<file path="config.mk">
export PLATFORM = sky130hd
export DESIGN_NAME = spipeline_ctrl
export DESIGN_NICKNAME = d
export VERILOG_FILES = /design/src/rtl/spipeline_ctrl.sv
export SDC_FILE = /design/constraint.sdc
export NUM_CORES = 1
export LEC_CHECK = 0
export CAP_MARGIN = 40
export CORE_UTILIZATION = 47
export DETAILED_ROUTE_END_ITERATION = 10
export MAX_ROUTING_LAYER = met4
export PLACE_DENSITY = 0.78
export SETUP_SLACK_MARGIN = 0.05
export SYNTH_ARGS = -nofsm -noshare
export SYNTH_HDL_FRONTEND = slang
export SYNTH_SLANG_ARGS = --single-unit
</file>
<file path="constraint.sdc">
create_clock -name clk -period 2.1 [get_ports clk]
set_clock_uncertainty 0.05 [all_clocks]
set_input_delay 0.42 -clock clk [delete_from_list [all_inputs] [get_ports clk]]
set_output_delay 0.42 -clock clk [all_outputs]
set_load 0.1 [all_outputs]
</file>
<file path="src/rtl/spipeline_ctrl.sv">
// Stall/flush sequencer for the 5-stage scalar core: load-use, multi-cycle EX, dmem wait, redirect.
// Optional performance counters enabled by defining PIPE_PERF_CNT_EN.
module spipeline_ctrl #(
    parameter int unsigned MC_TIMEOUT = 255,
    parameter int unsigned CNT_WIDTH  = 32
) (
    input  logic       clk,
    input  logic       rst_n,
    input  logic       load_use_stall,
    input  logic       ex_mc_start,
    input  logic       mc_done,
    input  logic       dmem_req,
    input  logic       dmem_ready,
    input  logic       branch_taken,
    output logic       pc_we,
    output logic       if_id_stall,
    output logic       id_ex_stall,
    output logic       ex_mem_stall,
    output logic       mem_wb_stall,
    output logic       if_id_flush,
    output logic       id_ex_flush,
    output logic       ex_mem_flush,
    output logic       mem_wb_flush,
    output logic       mc_timeout,
    output logic [1:0] ctrl_state
`ifdef PIPE_PERF_CNT_EN
    ,
    output logic [CNT_WIDTH-1:0] stall_cycles,
    output logic [CNT_WIDTH-1:0] flush_events
`endif
);

    localparam int unsigned CW = 8;

    typedef enum logic [1:0] {
        S_RUN      = 2'd0,
        S_MC_WAIT  = 2'd1,
        S_MEM_WAIT = 2'd2,
        S_REDIRECT = 2'd3
    } state_t;

    state_t          r_state;
    state_t          w_state_nxt;
    logic [CW-1:0]   r_cnt;
    logic            w_run_eval;
    logic            w_redirect;

    // State and multi-cycle wait counter
    always_ff @(posedge clk or negedge rst_n) begin
        if (!rst_n) begin
            r_state <= S_RUN;
            r_cnt   <= '0;
        end else begin
            r_state <= w_state_nxt;
            if (r_state == S_MC_WAIT) begin
                r_cnt <= r_cnt + CW'(1);
            end else begin
                r_cnt <= '0;
            end
        end
    end

    // Next state and per-register stall/flush decode
    always_comb begin
        w_state_nxt  = r_state;
        w_run_eval   = 1'b0;
        w_redirect   = 1'b0;
        pc_we        = 1'b1;
        if_id_stall  = 1'b0;
        id_ex_stall  = 1'b0;
        ex_mem_stall = 1'b0;
        mem_wb_stall = 1'b0;
        if_id_flush  = 1'b0;
        id_ex_flush  = 1'b0;
        ex_mem_flush = 1'b0;
        mem_wb_flush = 1'b0;
        mc_timeout   = 1'b0;

        unique case (r_state)
            S_RUN: begin
                w_run_eval = 1'b1;
            end
            S_MC_WAIT: begin
                if (mc_done) begin
                    w_state_nxt = S_RUN;
                end else if (r_cnt == CW'(MC_TIMEOUT - 1)) begin
                    mc_timeout   = 1'b1;
                    ex_mem_flush = 1'b1;
                    w_state_nxt  = S_RUN;
                end else begin
                    if_id_stall  = 1'b1;
                    id_ex_stall  = 1'b1;
                    ex_mem_flush = 1'b1;
                    pc_we        = 1'b0;
                end
            end
            S_MEM_WAIT: begin
                if (!dmem_ready) begin
                    if_id_stall  = 1'b1;
                    id_ex_stall  = 1'b1;
                    ex_mem_stall = 1'b1;
                    mem_wb_stall = 1'b1;
                    pc_we        = 1'b0;
                end else begin
                    w_run_eval = 1'b1;
                end
            end
            S_REDIRECT: begin
                if (dmem_req && !dmem_ready) begin
                    if_id_stall  = 1'b1;
                    id_ex_stall  = 1'b1;
                    ex_mem_stall = 1'b1;
                    mem_wb_stall = 1'b1;
                    pc_we        = 1'b0;
                end else begin
                    if_id_flush = 1'b1;
                    w_state_nxt = S_RUN;
                end
            end
            default: w_state_nxt = S_RUN;
        endcase

        // Normal issue decision, also taken on the cycle a memory wait resolves
        if (w_run_eval) begin
            w_state_nxt = S_RUN;
            if (dmem_req && !dmem_ready) begin
                if_id_stall  = 1'b1;
                id_ex_stall  = 1'b1;
                ex_mem_stall = 1'b1;
                mem_wb_stall = 1'b1;
                pc_we        = 1'b0;
                w_state_nxt  = S_MEM_WAIT;
            end else if (ex_mc_start && !mc_done) begin
                // EX holds the multi-cycle op while MEM receives bubbles
                if_id_stall  = 1'b1;
                id_ex_stall  = 1'b1;
                ex_mem_flush = 1'b1;
                pc_we        = 1'b0;
                w_state_nxt  = S_MC_WAIT;
            end else if (branch_taken) begin
                if_id_flush = 1'b1;
                id_ex_flush = 1'b1;
                w_redirect  = 1'b1;
                w_state_nxt = S_REDIRECT;
            end else if (load_use_stall) begin
                if_id_stall = 1'b1;
                id_ex_flush = 1'b1;
                pc_we       = 1'b0;
            end
        end

        if_id_flush  = if_id_flush  & ~if_id_stall;
        id_ex_flush  = id_ex_flush  & ~id_ex_stall;
        ex_mem_flush = ex_mem_flush & ~ex_mem_stall;
        mem_wb_flush = mem_wb_flush & ~mem_wb_stall;

        // Reset holds the whole pipeline in bubbles
        if (!rst_n) begin
            w_redirect   = 1'b0;
            pc_we        = 1'b0;
            if_id_stall  = 1'b0;
            id_ex_stall  = 1'b0;
            ex_mem_stall = 1'b0;
            mem_wb_stall = 1'b0;
            if_id_flush  = 1'b1;
            id_ex_flush  = 1'b1;
            ex_mem_flush = 1'b1;
            mem_wb_flush = 1'b1;
            mc_timeout   = 1'b0;
        end
    end

    assign ctrl_state = r_state;

`ifdef PIPE_PERF_CNT_EN
    logic [CNT_WIDTH-1:0] r_stall_cycles;
    logic [CNT_WIDTH-1:0] r_flush_events;

    // Saturating performance counters
    always_ff @(posedge clk or negedge rst_n) begin
        if (!rst_n) begin
            r_stall_cycles <= '0;
            r_flush_events <= '0;
        end else begin
            if (!pc_we && (r_stall_cycles != '1)) begin
                r_stall_cycles <= r_stall_cycles + CNT_WIDTH'(1);
            end
            if ((w_redirect || mc_timeout) && (r_flush_events != '1)) begin
                r_flush_events <= r_flush_events + CNT_WIDTH'(1);
            end
        end
    end

    assign stall_cycles = r_stall_cycles;
    assign flush_events = r_flush_events;
`endif

endmodule

</file>
==> impl_metrics.json, run 1 <==
{
  "hpwlAfterDp_mm": 2.22,
  "syn_area_per_cell_um2": 8.54,
  "ys_ff_latch": 10,
  "numPortBuffers": 19,
  "die_h_um": 38.7,
  "lastStage": "detailed placement (3_5_place_dp)",
  "ys_seq_area_share_pct": 39.6,
  "stop_error": "[ERROR DPL-0033] detailed placement checks failed during check placement.",
  "netlist_area_um2": 632,
  "yosys_warnings": 0,
  "rows": 12,
  "synth_cell_types": 30,
  "gp_congestion": 0.822,
  "netlist_instances": 74,
  "synth_nets": 84,
  "io_pins": 20,
  "outcome": "stopped before the end",
  "die_w_um": 38.7,
  "start_util_pct": 54.0
}
logic make-up after synthesis:
| group | after synthesis | synth area share, % |
|---|---|---|
| buf+inv | 6 | 4.36 |
| xor+xnor | 3 | 4.16 |
| simple gates | 33 | 29.7 |
| compound gates | 20 | 18.2 |
| fa+ha+maj | 2 | 3.96 |
| flops | 10 | 39.6 |
per-stage QoR:
stage	instances	TNS (ps)
after floorplan	74	-733
after global placement	124	-947
cell usage after synthesis:
cell / instances / area [um^2]
a21oi_1: 4 / 20.0
a31oi_1: 2 / 12.5
and2_1: 1 / 6.26
and4_1: 1 / 8.76
buf_2: 1 / 5.00
buf_4: 1 / 7.51
dfrtp_1: 10 / 250
ha_1: 2 / 25.0
inv_1: 4 / 15.0
nand2_1: 3 / 11.3
nand2b_1: 2 / 12.5
nand3_1: 6 / 30.0
nand3b_1: 1 / 7.51
nand4_2: 1 / 12.5
nand4b_1: 1 / 8.76
nor2_1: 8 / 30.0
nor2b_1: 1 / 6.26
nor3_1: 1 / 5.00
nor3b_1: 1 / 7.51
o211a_1: 1 / 10.0
o211ai_1: 1 / 7.51
o21ai_0: 9 / 45.0
o21ai_1: 1 / 5.00
o21bai_1: 2 / 15.0
or2_2: 1 / 6.26
or2b_1: 1 / 7.51
or3_1: 3 / 18.8
or3b_1: 1 / 8.76
xnor2_1: 1 / 8.76
xor2_1: 2 / 17.5
==> run 2: changes to the inputs <==
--- a/config.mk
+++ b/config.mk
@@ -6,11 +6,10 @@
 export NUM_CORES = 1
 export LEC_CHECK = 0
 export CAP_MARGIN = 40
-export CORE_UTILIZATION = 47
+export CORE_AREA = 2 2 63 65
 export DETAILED_ROUTE_END_ITERATION = 10
-export MAX_ROUTING_LAYER = met4
-export PLACE_DENSITY = 0.78
-export SETUP_SLACK_MARGIN = 0.05
+export DIE_AREA = 0 0 65 67
+export PLACE_DENSITY_LB_ADDON = 0.15
 export SYNTH_ARGS = -nofsm -noshare
 export SYNTH_HDL_FRONTEND = slang
 export SYNTH_SLANG_ARGS = --single-unit
==> run 2 against run 1 <==
The flow now finishes, with violations (setup timing). Synthesized cell count is the same. Synthesized area is the same.
==> impl_metrics.json, run 2 <==
{
  "multi_input_area_um2": 465,
  "p_total_mw": 1.19,
  "rows": 22,
  "grt_use_total_pct": 8.49,
  "cts_buffer_depth": 2,
  "synth_cell_types": 30,
  "hold_ws_ps": 503,
  "vias": 661,
  "io_pins": 20,
  "final_common_cell": "buf_4",
  "areaGrowthSynthToFinish_pct": 100,
  "crit_path_max_fanout": 6,
  "irDropWorstVdd_v": 0.000616,
  "grt_max_degree": 9,
  "cp.required_ps": 1630,
  "largest_reg_flops": 8,
  "powerDensity_nw_per_um2": 938,
  "min-delay-path-class": "flop to flop",
  "synth.area.top_cells": "dfrtp_1 40%, o21ai_0 7.1%, nand3_1 4.8%",
  "die_area_um2": 4360,
  "endpoint_kind": "output pin",
  "drive_gt1_share_pct": 46.5,
  "antenna_found_initial": 0,
  "grt_pass1_vias": 632,
  "wl_per_cell_um": 11.0,
  "worst_pin_slew_ps": 324,
  "core_region_area_um2": 3610,
  "hold_buffers": 0,
  "max_freq_mhz": 469,
  "numPortBuffers": 19,
  "ys_seq_area_share_pct": 39.6,
  "start_kind": "flop",
  "rsz0062_at_grt": "yes",
  "r2r_slack_ps": 640,
  "regMostFlops": "r_cnt",
  "netlist_area_um2": 632,
  "cp_slowest_cell": "dfrtp_4",
  "synth_nets": 84,
  "fin_tns_setup_ps": -41.7,
  "fin_cells": 162,
  "drtPass1Iterations": 2,
  "critPathKind": "flop to output pin",
  "critPathBufInv": 1,
  "tritoncts": "yes",
  "critPathArrivalTime_ps": 1660,
  "synth_edf_count": 0,
  "yosys_warnings": 0,
  "drv_slew": 0,
  "min_period_over_period_pct": 102,
  "crit_family": "flip-flops",
  "die_w_um": 65,
  "outcome": "finished with violations",
  "setup_ws_ps": -32.5,
  "period_needed_ps": 2130,
  "start_util_pct": 17.5,
  "path_cells": "or3b_1, o211a_4, a31oi_4, buf_12",
  "netlist_instances": 74,
  "synth-main-ff-cell": "dfrtp_1",
  "async_flop_share_pct": 100,
  "hold_viol": 0,
  "h-tree-depth": 1,
  "die_h_um": 67,
  "netlist.area_leader.share_pct": 39.6,
  "cts_made_buffers": 3,
  "synth_top_cell_by_area": "dfrtp_1",
  "layout_common_cells": "21 x buf_4, 10 x buf_12, 8 x dfrtp_1",
  "drt-total-wl_mm": 1.78,
  "insertion_delay_ps": 230,
  "ys_ff_latch": 10,
  "drt_iter0_markers": 16,
  "final-setup-viol-count": 2,
  "slew_headroom_pct": 78.3,
  "fillCellCount": 379,
  "gp_congestion": 0.714,
  "nNetsFinal": 125,
  "dp_slack_ps": -224,
  "hpwlAfterDp_mm": 1.45,
  "crit_path_max_incr_delay_ps": 500,
  "grt_overflow_total": 0,
  "leakagePower_nw": 0.529,
  "cap_violations": 0,
  "violations": "setup timing",
  "synthTopCellsByCount": "10 x dfrtp_1, 9 x o21ai_0, 8 x nor2_1, 6 x nand3_1",
  "drc_errors": 0,
  "clkSlewWorstSetupHoldPaths_ps": 40,
  "cts-root-buf": "clkbuf_8",
  "ant_nets": 0,
  "yosysMostFrequentCell": "dfrtp_1",
  "grt_pass1_wl_mm": 2.88,
  "numClockSinks": 10,
  "syn_area_per_cell_um2": 8.54,
  "diodes": 0,
  "ff_latch_area_um2": 258,
  "dp_cells": 154,
  "via_per_inst": 4.08
}
==> run 2: cells by family after synthesis <==
kind of cell             share of synthesized area (%)
XOR/XNOR                                          4.16
AND/OR/NAND/NOR                                   29.7
adder cells (fa/ha/maj)                           3.96
flip-flops                                        39.6
buffers and inverters                             4.36
AO/OA/AOI/OAI                                     18.2
==> run 2: cell type report <==
| type | count | share of cell area (%) |
|---|---|---|
| tap | 48 | 4.74 |
| clock buffer | 4 | 3.56 |
| sequential | 10 | 20.4 |
| timing repair buffer | 38 | 33.4 |
| inverter | 4 | 1.19 |
| multi-input combinational | 58 | 36.8 |
==> run 2: worst min-delay path, stage by stage (launching register included) <==
cell     delay, ps
dfrtp_1        340
ha_2           140
nor2_1          40
==> run 2: worst paths after layout <==
path,start,to,cells past startpoint
setup / recovery,ctrl_state[0],if_id_stall,4
max in group asynchronous,rst_n,r_cnt[5],3
hold reg to reg,r_cnt[1],r_cnt[1],2
hold / removal,r_cnt[1],r_cnt[1],2
min in group asynchronous,rst_n,r_cnt[2],2
setup reg to reg,r_cnt[0],r_cnt[6],6
==> run 2: timing repair <==
| item | 4_1_cts | 5_1_grt |
|---|---|---|
| pin swaps | 3 | 3 |
| resized for setup | 7 | 6 |
| endpoints found under the setup margin | 9 | 8 |
| buffers inserted | 2 | 2 |
==> run 2: report_power, final <==
| group | switching (mW) | internal, mW |
|---|---|---|
| logic | 0.464 | 0.273 |
| clock network | 0.0666 | 0.132 |
| registers | 0.0301 | 0.222 |
| total | 0.561 | 0.627 |
==> run 2: per-layer routing <==
layer / vias to the layer above / wire length [um] / GRT usage [%]
met1: 308 / 810 / 10.8
met2: 10 / 876 / 13.7
li1: 341 / - / -
met3: 2 / 61 / 2.20
met5: - / 0 / 0
met4: 0 / 27 / 3.19
==> run 2: stage by stage <==
stage / area [um^2] / utilization (%)
after CTS: 1230 / 34.1
after global routing: 1270 / 35.1
final: 1270 / 35.1
after floorplan: 732 / -
after detailed placement: 1160 / 32.3
after global placement: 1160 / 32.3
Note: power is estimated with default switching activity, not from simulation.
==> run 3: changes to the inputs <==
--- a/config.mk
+++ b/config.mk
@@ -9,7 +9,9 @@
 export CORE_AREA = 2 2 63 65
 export DETAILED_ROUTE_END_ITERATION = 10
 export DIE_AREA = 0 0 65 67
+export HOLD_SLACK_MARGIN = 0.03
 export PLACE_DENSITY_LB_ADDON = 0.15
+export RECOVER_POWER = 50
 export SYNTH_ARGS = -nofsm -noshare
 export SYNTH_HDL_FRONTEND = slang
 export SYNTH_SLANG_ARGS = --single-unit
==> run 3 against run 2 <==
The flow still finishes with violations (setup timing). Hold slack barely moved. Count of clock-buffer cells in the layout did not move. Global-route usage did not move. Die area did not move.
==> impl_metrics.json, run 3 (synthesis gave the netlist of run 2 again) <==
{
  "outcome": "finished with violations",
  "violations": "setup timing",
  "tritoncts": "yes",
  "numClockSinks": 10,
  "postPlaceCellArea_um2": 1160,
  "rsz0062_at_grt": "yes",
  "fin_cells": 162,
  "drv_slew": 0,
  "cap_violations": 0,
  "cts_made_buffers": 3,
  "start_util_pct": 17.5,
  "dp_slack_ps": -224,
  "cts_buffer_depth": 2,
  "io_pins": 20,
  "die_h_um": 67,
  "layout_common_cells": "18 x buf_4, 10 x buf_12, 8 x dfrtp_1",
  "cts-root-buf": "clkbuf_8",
  "final_common_cell": "buf_4",
  "leakagePower_nw": 0.519,
  "regMostFlops": "r_cnt",
  "ant_nets": 0,
  "vias": 661,
  "final_area_um2": 1250,
  "largest_reg_flops": 8,
  "via_per_inst": 4.08,
  "critPathArrivalTime_ps": 1660,
  "grt_use_total_pct": 8.49,
  "drive_gt1_share_pct": 43.9,
  "crit_path_max_fanout": 6,
  "min-delay-path-class": "flop to flop",
  "nNetsFinal": 125,
  "worst_pin_slew_ps": 346,
  "crit_start": "ctrl_state[0]",
  "grt_overflow_total": 0,
  "rows": 22,
  "powerDensity_nw_per_um2": 942,
  "dp_cells": 154,
  "die_area_um2": 4360,
  "core_region_area_um2": 3610,
  "final-setup-viol-count": 2,
  "r2r-end": "r_cnt[6]",
  "drt_iter0_markers": 16,
  "gp_congestion": 0.714,
  "critPathKind": "flop to output pin",
  "r2r_slack_ps": 640,
  "h-tree-depth": 1,
  "fin_util_pct": 34.8,
  "slew_headroom_pct": 76.9,
  "clkSlewWorstSetupHoldPaths_ps": 40,
  "hold_viol": 0,
  "drt-total-wl_mm": 1.77,
  "grt_pass1_vias": 632,
  "grt_max_degree": 9,
  "areaGrowthSynthToFinish_pct": 98.6,
  "drc_errors": 0,
  "irDropWorstVdd_v": 0.000617,
  "endpoint_kind": "output pin",
  "period_needed_ps": 2130,
  "min_period_over_period_pct": 102,
  "antenna_found_initial": 0,
  "hold_buffers": 0,
  "insertion_delay_ps": 230,
  "max_freq_mhz": 469,
  "hpwlAfterDp_mm": 1.45,
  "start_kind": "flop",
  "hold_ws_ps": 503,
  "diodes": 0,
  "die_w_um": 65,
  "cp.required_ps": 1630,
  "worstReg2RegStart": "r_cnt[0]",
  "drtPass1Iterations": 2,
  "wl_per_cell_um": 10.9,
  "critPathCapture": "if_id_stall",
  "numPortBuffers": 19,
  "setup_ws_ps": -32.5,
  "grt_pass1_wl_mm": 2.88,
  "reg2reg_depth": 6
}
## run 3: cell type report
cell class	instances	area, um^2
fill	380	2350
multi-input combinational	58	465
clock buffer	4	45.0
inverter	4	15.0
timing repair buffer	38	412
tap	48	60.1
sequential	10	258
## run 3: what timing repair did
item                                    CTS  global route
setup buffers                             2             2
resized for setup                         7             6
pin swaps                                 3             3
endpoints found under the setup margin    9             8
## run 3: layer usage
metal / up-vias / track usage, % / share of wire (%)
met5: - / 0 / 0
met3: 2 / 2.20 / 3.4
met4: 0 / 3.19 / 1.5
li1: 341 / - / -
met2: 10 / 13.7 / 50
met1: 308 / 10.8 / 45
## run 3: power breakdown
part,switching [mW],internal [mW],leakage (nW)
clock,0.0669,0.132,0.0228
sequential,0.0301,0.222,0.133
combinational,0.464,0.267,0.363
total,0.561,0.621,0.519
## run 3: how the worst min path moves through the flow
| stage | startpoint | endpoint | slack (ps) | depth (start not counted) |
|---|---|---|---|---|
| after floorplan | rst_n | r_cnt[0] | 70 | 0 |
| after global placement | r_cnt[1] | r_cnt[1] | 470 | 2 |
| after detailed placement | r_cnt[1] | r_cnt[1] | 480 | 2 |
| after CTS | r_cnt[1] | r_cnt[1] | 490 | 2 |
| after global routing | r_cnt[1] | r_cnt[1] | 540 | 2 |
| final | r_cnt[1] | r_cnt[1] | 500 | 2 |
## run 3: worst max-delay path, cell delays in order, from the launching register on
cell and delay [ps]:
dfrtp_4 500, or3b_1 380, o211a_4 180, a31oi_4 180, buf_12 190
## run 3: per-stage QoR
| stage | TNS (ps) | total power, mW |
|---|---|---|
| 6_report | -41.7 | 1.18 |
| 5_1_grt | -313 | 1.24 |
| 4_1_cts | -139 | 1.18 |
| 3_5_place_dp | -1070 | 0.956 |
| 3_3_place_gp | -1070 | 0.958 |
| 2_1_floorplan | -1120 | 0.723 |
==> run 4: changes to the inputs <==
--- a/config.mk
+++ b/config.mk
@@ -11,7 +11,6 @@
 export DIE_AREA = 0 0 65 67
 export HOLD_SLACK_MARGIN = 0.03
 export PLACE_DENSITY_LB_ADDON = 0.15
-export RECOVER_POWER = 50
 export SYNTH_ARGS = -nofsm -noshare
 export SYNTH_HDL_FRONTEND = slang
 export SYNTH_SLANG_ARGS = --single-unit
==> results of run 4 <==
The final DEF is identical to that of run 2; final timing and power are the same.
